$ cat src/rtl/dram_arb_pkg.sv
// Shared types and constants for the DRAM arbiter and its round-robin picker.
package dram_arb_pkg;

  typedef enum logic [1:0] {
    IDLE   = 2'd0,
    ACCESS = 2'd1,
    RESP   = 2'd2
  } arb_state_e;

  localparam int ADDR_W_DEF    = 16;
  localparam int DATA_W_DEF    = 16;
  localparam int MEM_DEPTH_DEF = 1025;

  // Width of a core index; never narrower than one bit.
  function automatic int grant_w(input int n);
    return (n > 1) ? $clog2(n) : 1;
  endfunction

endpackage

$ cat src/rtl/dram_arbiter_rr_picker.sv
// Combinational round-robin picker: first set bit of mask at or after ptr, wrapping.
module rr_picker
  import dram_arb_pkg::*;
#(
  parameter int N  = 4,
  parameter int GW = grant_w(N)
) (
  input  logic [N-1:0]  mask,
  input  logic [GW-1:0] ptr,
  output logic          valid,
  output logic [GW-1:0] idx
);

  always_comb begin
    logic [GW:0] cand;
    valid = 1'b0;
    idx   = '0;
    cand  = '0;
    // One extra bit lets ptr+i exceed N-1 before the single wrap subtraction.
    for (int unsigned i = 0; i < N; i++) begin
      cand = {1'b0, ptr} + (GW+1)'(i);
      if (cand >= (GW+1)'(N)) begin
        cand = cand - (GW+1)'(N);
      end
      if (!valid && mask[cand[GW-1:0]]) begin
        valid = 1'b1;
        idx   = cand[GW-1:0];
      end
    end
  end

endmodule

$ cat src/rtl/dram_arbiter.sv
// Round-robin arbiter sharing one single-port DRAM among NUM_CORES cores, one transaction in flight.
module dram_arbiter
  import dram_arb_pkg::*;
#(
  parameter int NUM_CORES = 4,
  parameter int ADDR_W    = ADDR_W_DEF,
  parameter int DATA_W    = DATA_W_DEF,
  parameter int MEM_DEPTH = MEM_DEPTH_DEF
) (
  input  logic                          clk,
  input  logic                          rst,
  input  logic [NUM_CORES-1:0]          core_req,
  input  logic [NUM_CORES-1:0]          core_we,
  input  logic [NUM_CORES*ADDR_W-1:0]   core_addr,
  input  logic [NUM_CORES*DATA_W-1:0]   core_wdata,
  output logic [NUM_CORES-1:0]          core_done,
  output logic                          core_err,
  output logic [DATA_W-1:0]             core_rdata,
  output logic [$clog2(NUM_CORES)-1:0]  grant_id,
  output logic                          busy,
  output logic                          dram_write_en,
  output logic [ADDR_W-1:0]             dram_addr,
  output logic [DATA_W-1:0]             dram_data_in,
  input  logic [DATA_W-1:0]             dram_data_out
);

  localparam int GRANT_W = grant_w(NUM_CORES);

  arb_state_e             state_q, state_d;
  logic [GRANT_W-1:0]     rr_ptr_q, rr_ptr_d;
  logic [GRANT_W-1:0]     grant_q, grant_d;
  logic                   we_q, we_d;
  logic [ADDR_W-1:0]      addr_q, addr_d;
  logic [DATA_W-1:0]      wdata_q, wdata_d;
  logic                   oor_q, oor_d;
  logic [NUM_CORES-1:0]   done_q, done_d;
  logic                   err_q, err_d;
  logic [DATA_W-1:0]      rdata_q, rdata_d;

  logic [NUM_CORES-1:0]   elig_mask;
  logic                   pick_valid;
  logic [GRANT_W-1:0]     pick_idx;
  logic [ADDR_W-1:0]      sel_addr;
  logic [DATA_W-1:0]      sel_wdata;

  // A core whose done is pulsing still shows its old req; masking it avoids a stale regrant.
  assign elig_mask = core_req & ~done_q;

  rr_picker #(
    .N  (NUM_CORES),
    .GW (GRANT_W)
  ) u_picker (
    .mask  (elig_mask),
    .ptr   (rr_ptr_q),
    .valid (pick_valid),
    .idx   (pick_idx)
  );

  assign sel_addr  = core_addr[int'(pick_idx)*ADDR_W +: ADDR_W];
  assign sel_wdata = core_wdata[int'(pick_idx)*DATA_W +: DATA_W];

  always_comb begin
    state_d  = state_q;
    rr_ptr_d = rr_ptr_q;
    grant_d  = grant_q;
    we_d     = we_q;
    addr_d   = addr_q;
    wdata_d  = wdata_q;
    oor_d    = oor_q;
    done_d   = '0;
    err_d    = err_q;
    rdata_d  = rdata_q;
    case (state_q)
      IDLE: begin
        if (pick_valid) begin
          grant_d = pick_idx;
          we_d    = core_we[pick_idx];
          addr_d  = sel_addr;
          wdata_d = sel_wdata;
          oor_d   = (32'(sel_addr) >= 32'(MEM_DEPTH));
          state_d = ACCESS;
        end
      end
      ACCESS: begin
        state_d = RESP;
      end
      RESP: begin
        done_d[grant_q] = 1'b1;
        err_d           = oor_q;
        if (!we_q) begin
          rdata_d = oor_q ? '0 : dram_data_out;
        end
        rr_ptr_d = (grant_q == GRANT_W'(NUM_CORES-1)) ? '0 : grant_q + 1'b1;
        state_d  = IDLE;
      end
      default: begin
        state_d = IDLE;
      end
    endcase
  end

  always_ff @(posedge clk or posedge rst) begin
    if (rst) begin
      state_q  <= IDLE;
      rr_ptr_q <= '0;
      grant_q  <= '0;
      we_q     <= 1'b0;
      addr_q   <= '0;
      wdata_q  <= '0;
      oor_q    <= 1'b0;
      done_q   <= '0;
      err_q    <= 1'b0;
      rdata_q  <= '0;
    end else begin
      state_q  <= state_d;
      rr_ptr_q <= rr_ptr_d;
      grant_q  <= grant_d;
      we_q     <= we_d;
      addr_q   <= addr_d;
      wdata_q  <= wdata_d;
      oor_q    <= oor_d;
      done_q   <= done_d;
      err_q    <= err_d;
      rdata_q  <= rdata_d;
    end
  end

  // Decoded straight from registers so an async reset kills the write strobe at once.
  assign dram_write_en = (state_q == ACCESS) & we_q & ~oor_q;
  assign dram_addr     = addr_q;
  assign dram_data_in  = wdata_q;
  assign busy          = (state_q != IDLE);
  assign grant_id      = grant_q;
  assign core_done     = done_q;
  assign core_err      = err_q;
  assign core_rdata    = rdata_q;

endmodule

$ cat config.mk
export PLATFORM = sky130hd
export DESIGN_NAME = dram_arbiter
export DESIGN_NICKNAME = d
export VERILOG_FILES = /design/src/rtl/dram_arb_pkg.sv /design/src/rtl/dram_arbiter_rr_picker.sv /design/src/rtl/dram_arbiter.sv
export SDC_FILE = /design/constraint.sdc
export NUM_CORES = 1
export LEC_CHECK = 0
export ABC_AREA = 1
export CORE_MARGIN = 5
export CORE_UTILIZATION = 24
export DETAILED_ROUTE_END_ITERATION = 12
export MAX_ROUTING_LAYER = met4
export PLACE_DENSITY = 0.55
export SLEW_MARGIN = 40
export SYNTH_ARGS = -nofsm -noshare
export SYNTH_HDL_FRONTEND = slang
export SYNTH_SLANG_ARGS = --single-unit
$ cat constraint.sdc
create_clock -name clk -period 2.9 [get_ports clk]
set_input_delay 0.29 -clock clk [delete_from_list [all_inputs] [get_ports clk]]
set_output_delay 0.29 -clock clk [all_outputs]
set_load 0.02 [all_outputs]
Word-level counts from Yosys, hierarchy flattened
Cells that the tools add are included.
{ "word_totals": {"ff_bits": 61, "in_bits": 154, "output_inout_bits": 57, "word_cells": 82} }
{ "classes": {"add_sub_neg": 8, "n_lt_le_gt_ge": 12, "eq_ne": 4, "n_shift": 2, "muxes": 29, "bitwise_logic": 6, "reduce_logical": 11} }
{ "op_table": {"columns": ["operator", "n"], "rows": [
  ["indexed part select 64 x 7 -> 16 bit", 2],
  ["two-way mux 2 bit", 10],
  ["< comparator 2 x 3 -> 1 bit, second input constant", 6],
  [">= comparator 16 x 11 -> 1 bit, second input constant", 1],
  ["two-way mux 16 bit", 1],
  ["binary-select mux 1 bit (select 2 bit)", 5],
  ["two-way mux 1 bit", 10],
  [">= comparator 3 bit, second input constant", 3],
  ["subtractor 2 x 1 -> 2 bit, second input constant", 4],
  ["adder 2 x 2 -> 3 bit, second input constant", 2],
  ["AND 4 bit", 1],
  ["equality test 2 bit, second input constant", 2],
  ["logical AND 1 bit", 4],
  ["two-way mux 4 bit", 1],
  ["NOT 4 bit", 1],
  ["case mux 2 bit (2 select lines)", 1],
  ["AND reduction 2 bit", 2],
  ["adder 2 x 1 -> 3 bit, second input constant", 1],
  [">= comparator 2 x 3 -> 1 bit, second input constant", 1],
  ["logical NOT 1 bit", 3],
  ["adder 2 x 1 -> 2 bit, second input constant", 1],
  ["AND 1 bit", 2],
  ["demux 1 bit (select 2 bit)", 1],
  ["equality test 2 x 1 -> 1 bit, second input constant", 1],
  ["5 further kinds", 6]
]} }

Longest topological paths before layout
{ "depth": {"word_depth": 16, "depth_mapped": 19, "mapped_depth_nobuf": 18} }

Modules after synthesis
From an unflattened synthesis, not the netlist that was laid out.
{ "hier_totals": {"hier_cells": 540, "area_unflattened_um2": 3707.3} }
{ "modules_own_cells": {"columns": ["mod", "n_inst", "cells_per_inst", "area_per_inst_um2", "seq_area_each_um2"], "rows": [
  ["dram_arbiter", 1, 481, 3388.2, 1526.5],
  ["rr_picker", 1, 59, 319.1, 0.0]
]} }

Worst setup path before layout
OpenSTA, ideal clock, no wires.
{ "synth_path": {"path_kind": "register to register", "start": "register rr_ptr_q[0]", "end": "register oor_q", "setup_time_ps": 121, "t_arrival_ps": 1935, "required_time_ps": 2779, "setup_slack_ps": 844, "stages_incl_launch_ff": 19, "path_buffers": 2, "synth_period_minus_slack_ps": 2056, "cell_sequence": "dfrtp_1 > buf_6 > inv_6 > nand3_1 > nand3_2 > nand2_4 > nand2_4 > nand2_4 > nand2_8 > nand3_4 > inv_4 > buf_6 > nand2_1 > nand3_1 > nand2_1 > nor2_1 > nand3_1 > o21bai_1 > nand2_1"} }
{ "synth_between": {"elab_chain_len": 16, "elab_cells_between_ends": 40, "cone_classes": "7 x add/sub; 5 x order compare; 1 x shift; 20 x mux; 7 x reduce/logical"} }
{ "synth_rtl": {"columns": ["element", "line", "rtl"], "rows": [
  ["start: declaration", "dram_arbiter.sv:30", "logic [GRANT_W-1:0] rr_ptr_q, rr_ptr_d;"],
  ["start signal: assignment", "dram_arbiter.sv:116", "rr_ptr_q <= rr_ptr_d;"],
  ["parallel branches: the longest is 16 deep, another holds adder 2 x 1 -> 3 bit", null, null],
  ["end signal: assignment", "dram_arbiter.sv:121", "oor_q <= oor_d;"],
  ["end: declaration", "dram_arbiter.sv:35", "logic oor_q, oor_d;"]
]} }
Several ways; the timed one is not identified. The select of a mux whose other input is x is not followed.
A chain may end at the register's enable or synchronous reset.

Worst setup path in the final report
{ "layout_path": {"start": "register rr_ptr_q[0]", "end": "register wdata_q[14] (netlist: dram_data_in[14])"} }
{ "layout_between": {"elab_chain_len": 15, "elab_cells_between_ends": 39, "cone_classes": "7 x add/sub; 4 x order compare; 1 x shift; 20 x mux; 7 x reduce/logical"} }
{ "layout_rtl": {"columns": ["element", "line", "rtl"], "rows": [
  ["parallel branches: the longest is 15 deep, another holds adder 2 x 1 -> 3 bit", null, null],
  ["end signal: assignment", "dram_arbiter.sv:120", "wdata_q <= wdata_d;"],
  ["end: declaration", "dram_arbiter.sv:34", "logic [DATA_W-1:0] wdata_q, wdata_d;"]
]} }
Several ways; the timed one is not identified. The select of a mux whose other input is x is not followed.

==> out/metrics.yaml <==
status: "complete, no violations"
cp.required_ns: 3.17
num_antenna_cells: 0
crit_top_cell: "nand2_1"
die_w_um: 138
via_per_inst: 4.56
critPathTopFamily: "simple AND/OR/NAND/NOR gates"
power_w: 0.00864
synthXorXnorAreaFrac_pct: 0
fin_setup_tns_ns: 0
drc: 0
max_clock_freq_mhz: 392
power_density_nw_per_um2: 1330
maxCapViolations: 0
period_minus_slack_ns: 2.55
clock_skew_ns: 0.00804
clk_latency_ns: 0.33
port_buffers: 210
synth_top_area_share_pct: 38.9
io_pins: 211
synthFlopType: "dfrtp_1"
num_vias: 4436
multi_input_area_um2: 2010
drt_pass1_iterations: 5
grt_pass1_vias: 4486
synth_top_area_cell: "dfrtp_1"
dieArea_um2: 19000
grt_setup_unrepaired: "false"
cp.buffers_inverters: 3
ys_top_cells_by_area: "dfrtp_1 (39%), nand2_1 (12%), nor2_1 (8.3%)"
synth_cell_types: 33
tightest_slew_ns: 0.667
synthArstFlopShare_pct: 100
syn_to_final_growth_pct: 66.3
final_cell_mix: "clkdlybuf4s50_1 (210), nand2_1 (122), nor2_1 (87)"
drv_slew: 0
yosys_warnings: 0
synth_seq_cells: 61
synth_enable_flop_cells: 0
synth_fa_ha_area_share_pct: 1.28
cts_buffers: 9
critPathKind: "flop to flop"
cts_root_buffer: "clkbuf_16"
layout.cells.non_filler: 972
setup_viol: 0
cp_slowest_cell: "dfrtp_1"
synth_compound_area_share_pct: 17.2
syn_inst: 552
vdd_drop_max_v: 0.000782
worstPathCellList: "inv_6 -> nand2_1 -> nand2_1 -> nand3_2 -> nand2_4 -> nand2_4 -> nand3_4 -> nand3_4 -> inv_4 -> buf_4 -> o21ai_0 -> o22ai_1 -> nand2_1 -> nand2_1"
post_cts.repair.setup_buffers: 0
fillers: 1612
wire_per_inst_um: 15.2
grt_usage_pct: 15.6
hold_class: "primary input to asynchronous set/reset pin"
die_h_um: 138
synth_top_family_by_area: "simple AND/OR/NAND/NOR gates"
cp-start-kind: "flop"
grt.overflow.total: 0
grt_max_degree: 52
postCtsHoldBufs: 0
dr.first_iter.drc_count: 208
ys_seq_area_share_pct: 38.9
core_um2: 15900
netlist_area_um2: 3920
hold_violations: 0
cts_max_level: 3
initial_utilization_pct: 24.6
rows: 46
antenna_found_initial: 0
crit_fanout: 37
cts.sinks: 61
synthMuxAreaShare_pct: 0
syn_area_per_cell_um2: 7.10
place_congestion: 0.918
syn_nets: 710
cts_resized: 0
layout_commonest_cell: "clkdlybuf4s50_1"
cpPeakStageDelay_ns: 0.53
grt_pass1_wl_um: 22700
drt-total-wl_um: 14800
placed_cells: 957
min_period_over_period_pct: 88.0
yosys.area_share.simple_pct: 32.8
critPathArrivalTime_ns: 2.82
clk_pin_slew_ns: 0.05
clockBufferDepth: 2
dp.final_hpwl_um: 11600
nets: 910
seq_area_um2: 1530
worst_setup_path_end_kind: "flop"
drive_gt1_share_pct: 6.22
power.leakage_nw: 2.90
cts_tree: "yes"
ant_nets: 0
slew_headroom_pct: 55.5
==> state kept, by name (all words and copies together) (netlist names) <==
name,cells
grant_id,2
core_err,1
dram_addr,16
state_q,2
core_done,4
oor_q,1
we_q,1
rr_ptr_q,2
dram_data_in,16
core_rdata,16
==> worst reg2reg max path, delay by kind of cell, from the launching register on <==
family	cells	cell delay, ns
flops	1	0.53
buf+inv	3	0.79
simple gates	9	0.90
compound gates	2	0.29
==> per-layer routing <==
metal / vias up / GRT usage (%) / routed length, um
li1: 2220 / - / -
met1: 2013 / 18.5 / 6170
met2: 184 / 25.8 / 7150
met3: 19 / 4.24 / 1240
met4: 0 / 5.38 / 222
met5: - / - / 0
==> cells by family (layout without fill, tap and decap cells) <==
family,count (synthesis),after routing
flip-flops,61,61
adder cells (fa/ha/maj),4,4
AO/OA/AOI/OAI,117,117
buffers and inverters,83,287
AND/OR/NAND/NOR,287,287
==> report_power, final <==
part           total [W]  switching, W  internal [W]  leakage, nW
sequential       0.00156      0.000286       0.00128        0.742
clock           0.000968      0.000379      0.000589        0.134
combinational    0.00611       0.00372       0.00239         2.03
==> layout make-up <==
type,count,area share [%]
Clock buffer,10,3.66
Tap cell,216,4.14
Timing Repair Buffer,221,34.5
Inverter,51,3.05
Clock inverter,5,0.422
Sequential cell,61,23.4
Multi-Input combinational cell,408,30.9
==> stage by stage <==
| step | setup slack, ns | utilization [%] | cell area [um^2] | hold WS [ns] |
|---|---|---|---|---|
| CTS | 0.362 | 40.9 | 6520 | 0.392 |
| global route | 0.0830 | 40.9 | 6520 | 0.436 |
| floorplan | 0.844 | - | 3920 | 0.426 |
| global placement | 0.326 | 39.2 | 6250 | 0.441 |
| detailed placement | 0.248 | 39.2 | 6250 | 0.456 |
| finish | 0.347 | 40.9 | 6520 | 0.369 |
==> Yosys cell counts (3+ instances only) <==
master and n:
clkbuf_1 9, a31oi_1 26, nand4_1 11, nand2_4 3, buf_6 4, buf_2 15, nand3_2 5, o21a_1 16
nand3_1 50, o21ai_1 8, o21ai_0 59, ha_1 4, dfrtp_1 61, buf_4 4, nor2_1 87, inv_1 46
nand2_1 122
==> final timing paths <==
kind	start	endpoint	slack [ns]	cells after the start
worst max-delay path	rr_ptr_q[0]	dram_data_in[14]	0.35	14
worst min register to register	state_q[1]	state_q[1]	0.46	1
max in group asynchronous	rst	state_q[1]	1.89	3
worst max register to register	rr_ptr_q[0]	dram_data_in[14]	0.35	14
worst min-delay path	rst	core_rdata[5]	0.37	2
min in group clk	state_q[1]	state_q[1]	0.46	1
No activity file was read; power rests on OpenSTA's default activity.
==> patch 1 (config.mk and constraints unchanged) <==
The package constant `ADDR_W_DEF` goes from 16 to 15.
--- a/src/rtl/dram_arb_pkg.sv
+++ b/src/rtl/dram_arb_pkg.sv
@@ -7,7 +7,7 @@
     RESP   = 2'd2
   } arb_state_e;
 
-  localparam int ADDR_W_DEF    = 16;
+  localparam int ADDR_W_DEF    = 15;
   localparam int DATA_W_DEF    = 16;
   localparam int MEM_DEPTH_DEF = 1025;
 
Interface: changed (resized core_addr and dram_addr); port bits go from 211 to 206. The function was not compared with the original's and may differ.
==> patch 1 against the unedited design <==
  * Synthesized cell count fell by 6.7%
  * Area after synthesis decreased by 3.9%
  * Sequential cell count fell by 1
  * Routed wire length decreased by 3.7%
  * Worst setup slack better by 0.015 ns
  * Final area fell by 3.1%
  * First-iteration DRC count up 23%
  * Power shrank 4.0%
  * Global-route usage rose by 0.15 points
==> patch 1: results (changes against the unedited design) <==
status = completed
ANT cells = 0 (unchanged)
Synthesis Warnings = 0 (unchanged)
Clock transition at path regs = 0.06 ns
synth cell count leaders = nand2_1 (140), dfrtp_1 (60), nand3_1 (59)
Cell variety after synth = 34 (+3.0%)
vias in the first global route = 4,480 (-0.13%)
slowest CP cell = dfrtp_2
Hold Path Class = primary input to async pin
first-pass GRT wire length = 22.5 mm (-0.61%)
Slew HR = 59.4% (+3.9 points)
Worst Skew = 0.00604 ns (-0.00200 ns)
Routed WL = 14.2 mm (-3.7%)
largest net degree at the start of global routing = 61 (+17%)
CP max stage delay = 0.49 ns (-0.04 ns)
final slew viol count = 0 (unchanged)
CTS Buf Count = 9 (unchanged)
Compound-Gate Fraction of Synth Area = 16.0% (-1.2 points)
buffer count from post-CTS setup fixing = 0 (unchanged)
mux contribution to synthesized area = 1.06% (+1.1 points)
count of input and output buffers = 205 (-2.4%)
crit path DAT = 2.75 ns (-0.07 ns)
GPL Wtd Cong = 0.831 (-9.6%)
Global Route Usage Sum = 15.8% (+0.15 points)
share of cells above drive strength 1 = 7.41% (+1.2 points)
Synth Area in Adders = 1.33% (+0.052 points)
Lkg Pwr = 2.72 nW (-6.2%)
detailed-router iteration count before antenna repair = 4 (-1)
P_seq = 1.51 mW (-3%)
switching pwr = 4.22 mW (-3.6%)
Synth Area in XOR/XNOR = 0% (unchanged)
syn_nets = 669 (-5.8%)
htree depth = 3 (unchanged)
Async S/R FF share, synth = 100% (unchanged)
Clk Latency, worst-skew pair = 0.32 ns
Switching Fraction = 50.9% (+0.18 points)
Seq/Total Area, Yosys = 39.9% (+0.93 points)
Synth area leaders = dfrtp_1 (40%), nand2_1 (14%), nand3_1 (7.8%)
clk buf depth = 2 (unchanged)
top_reg_cell synth = dfrtp_1
DP HPWL = 10.8 mm (-6.2%)
root buf cell = clkbuf_16
fillers = 1,595 (-1.1%)
drt initial violations = 256 (+23%)
initial antenna violation count = 0 (unchanged)
clock share of power = 11.9% (+0.7 points)
NumNets Final = 864 (-5.1%)
Via Count = 4,259 (-4.0%)
delay-heaviest family, CP = simple AND/OR/NAND/NOR gates
peak supply drop = 0.644 mV (-18%)
CP Max Fanout = 22 (-41%)
patch 1: repair_timing:
action / CTS / global route
endpoints found under the setup margin: 0 / 4
resized for setup: 0 / 2
endpoints found under the hold margin: 0 / 0
patch 1: final timing paths:
kind | startpoint | endpoint | slack (ns) | depth (start not counted)
setup / recovery | rr_ptr_q[0]$_DFFE_PP0P_ | oor_q$_DFFE_PP0P_ | 0.36 | 19
hold / removal | rst | dram_data_in[6]$_DFFE_PP0P_ | 0.41 | 3
setup reg to reg | rr_ptr_q[0]$_DFFE_PP0P_ | oor_q$_DFFE_PP0P_ | 0.36 | 19
hold reg to reg | state_q[1]$_DFFE_PP0P_ | state_q[1]$_DFFE_PP0P_ | 0.44 | 1
max in group asynchronous | rst | rr_ptr_q[0]$_DFFE_PP0P_ | 2.04 | 3
min in group clk | state_q[1]$_DFFE_PP0P_ | state_q[1]$_DFFE_PP0P_ | 0.44 | 1
patch 1: metrics by stage:
stage                     utilization [%]  std cells  worst slack, ns  instance area (um2)
after floorplan                         -        515            0.898                 3770
after global placement               39.3        909            0.103                 6020
after detailed placement             39.3        909           0.0654                 6020
after CTS                            41.1        925            0.201                 6290
after global routing                 41.3        926           0.0492                 6320
final                                41.3        926            0.363                 6320
patch 1: layer usage:
layer	track usage (%)	wire [um]
met4	5.77	357
met3	4.05	957
met5	-	0
met2	26.6	7020
met1	18.2	5890
patch 1: cell type report:
type | count | area [um2] | share of cell area (%)
flip-flops and latches | 60 | 1500 | 23.8
well taps | 211 | 264 | 4.18
clock inverters | 6 | 40.0 | 0.634
inverters | 25 | 101 | 1.60
clock buffers | 10 | 239 | 3.78
repair buffers | 217 | 2180 | 34.6
multi-input cells | 397 | 1990 | 31.5
patch 1: worst min-delay path, cell delays in order:
cell	delay (ns)
clkdlybuf4s50_1	0.41
inv_2	0.06
buf_6	0.43
==> patch 2 (same flow settings) <==
Made on the original files. The 3 states of `arb_state_e` get a one-hot encoding in 3 bits.
--- a/src/rtl/dram_arb_pkg.sv
+++ b/src/rtl/dram_arb_pkg.sv
@@ -1,10 +1,10 @@
 // Shared types and constants for the DRAM arbiter and its round-robin picker.
 package dram_arb_pkg;
 
-  typedef enum logic [1:0] {
-    IDLE   = 2'd0,
-    ACCESS = 2'd1,
-    RESP   = 2'd2
+  typedef enum logic [2:0] {
+    IDLE   = 3'b001,
+    ACCESS = 3'b010,
+    RESP   = 3'b100
   } arb_state_e;
 
   localparam int ADDR_W_DEF    = 16;
Formal check against the unedited RTL: no difference found for any inputs over 10 cycles, from zero or initial values and one cycle with rst high; not proved beyond that.
==> patch 2 against the unedited design <==
  * Power down 8.0%
  * Worst setup slack worse by 0.069 ns
  * Final area down 1.4%
  * Combinational power down 12%
  * Area after synthesis down 3.8%
  * Synthesized cell count down 7.6%
  * Sequential cell count up 1
  * Routed wire length down 1.7%
  * First-iteration DRC count down 7.7%
==> patch 2: results (changes against the unedited design) <==
status = completed
largest net degree at the start of global routing = 34 (-35%)
clock tree cell share of total cell area = 4.49% (+0.41 points)
inverters = 35 (-31%)
Multi-input comb cells = 386 (-5.4%)
drt initial violations = 192 (-7.7%)
buffering overhead = 34.9% (+0.48 points)
first-pass GRT wire length = 22.3 mm (-1.7%)
DP HPWL = 11.4 mm (-1.1%)
met1 Use GR = 18.4% (-0.065 points)
Seq/total area = 24.1% (+0.74 points)
vias per cell = 4.60 (+0.82%)
Cell variety after synth = 34 (+3.0%)
Placement Cell Area = 6130 um2 (-2.0%)
NumNets Final = 878 (-3.5%)
metal2 WL = 7.12 mm (-0.38%)
peak supply drop = 0.608 mV (-22%)
Worst Skew = 0.00697 ns (-0.00107 ns)
synth cell count leaders = nand2_1 (159), dfrtp_1 (61), nand3_1 (57)
Via Count = 4,302 (-3.0%)
Syn-to-layout area delta = 70.5%
Clk power = 1.05 mW (+8%)
CP Max Fanout = 13 (-65%)
Placed Cells = 919 (-4.0%)
Well Taps = 211 (-2.3%)
met3 routed WL = 1.03 mm (-17%)
Synth area leaders = dfrtp_1 (40%), nand2_1 (16%), nand3_1 (7.6%)
Lkg Pwr = 2.88 nW (-0.78%)
fillers = 1,559 (-3.3%)
crit path DAT = 2.83 ns (about the same)
Global Route Usage Sum = 15.7% (+0.031 points)
clock share of power = 13.2% (+2.0 points)
Cell Int Power = 4.09 mW (-4.0%)
hold_ws = 0.335 ns (-0.0336 ns)
fraction of area in multi-input gates = 30.2% (-0.68 points)
reg-to-reg slack, setup = 0.28 ns (-0.07 ns)
cell count after synthesis = 510 (-7.6%)
Max Clk Rate = 0.381 GHz (-2.6%)
CTS sink cnt = 62 (+1.6%)
syn_nets = 668 (-5.9%)
bufs w/o clock = 226 (+2.3%)
share of cells above drive strength 1 = 7.73% (+1.5 points)
vias in the first global route = 4,484 (-0.045%)
[patch 2: cell count changes after synthesis, moves of 7 or more]
cell      unedited run  this run
nor2_1              87        32
buf_2               15         8
a31oi_1             26         9
nand2_1            122       159
nand3_1             50        57
inv_1               46        28
o21ai_0             59        40
o21a_1              16         1
mux2i_1              0        12
o211ai_1             2        22
[patch 2: cells by family (layout without fill, tap and decap cells)]
| kind of cell | Yosys count | in the layout | synth area share [%] |
|---|---|---|---|
| simple gates | 282 | 283 | 32.8 |
| buf+inv | 63 | 276 | 7.66 |
| fa+ha+maj | 4 | 4 | 1.33 |
| mux | 12 | 12 | 3.18 |
| flops | 62 | 62 | 41.2 |
| compound gates | 87 | 87 | 13.9 |
[patch 2: worst max-delay path, stage by stage (launching register included)]
cell and delay [ns]:
dfrtp_1 0.49, inv_4 0.15, nand3_1 0.15, nand3_1 0.11, nand2_1 0.15, nand4_2 0.24
buf_4 0.24, nand2_1 0.16, inv_2 0.09, nand2_1 0.07, buf_4 0.19, nor2_1 0.13
a21oi_2 0.05, nor2_1 0.10, nand2_1 0.06, nand2_1 0.05, nand2_1 0.05
[patch 2: path summary, 6_finish.rpt]
path                                                start                         to  cells past startpoint
worst min-delay path                                  rst  core_rdata[9]$_DFFE_PP0P_                      2
max in group asynchronous                             rst          oor_q$_DFFE_PP0P_                      3
worst min register to register  dram_addr[14]$_DFFE_PP0P_  dram_addr[14]$_DFFE_PP0P_                      2
worst max register to register    rr_ptr_q[0]$_DFFE_PP0P_          oor_q$_DFFE_PP0P_                     16
worst max-delay path              rr_ptr_q[0]$_DFFE_PP0P_          oor_q$_DFFE_PP0P_                     16
min in group clk                dram_addr[14]$_DFFE_PP0P_  dram_addr[14]$_DFFE_PP0P_                      2
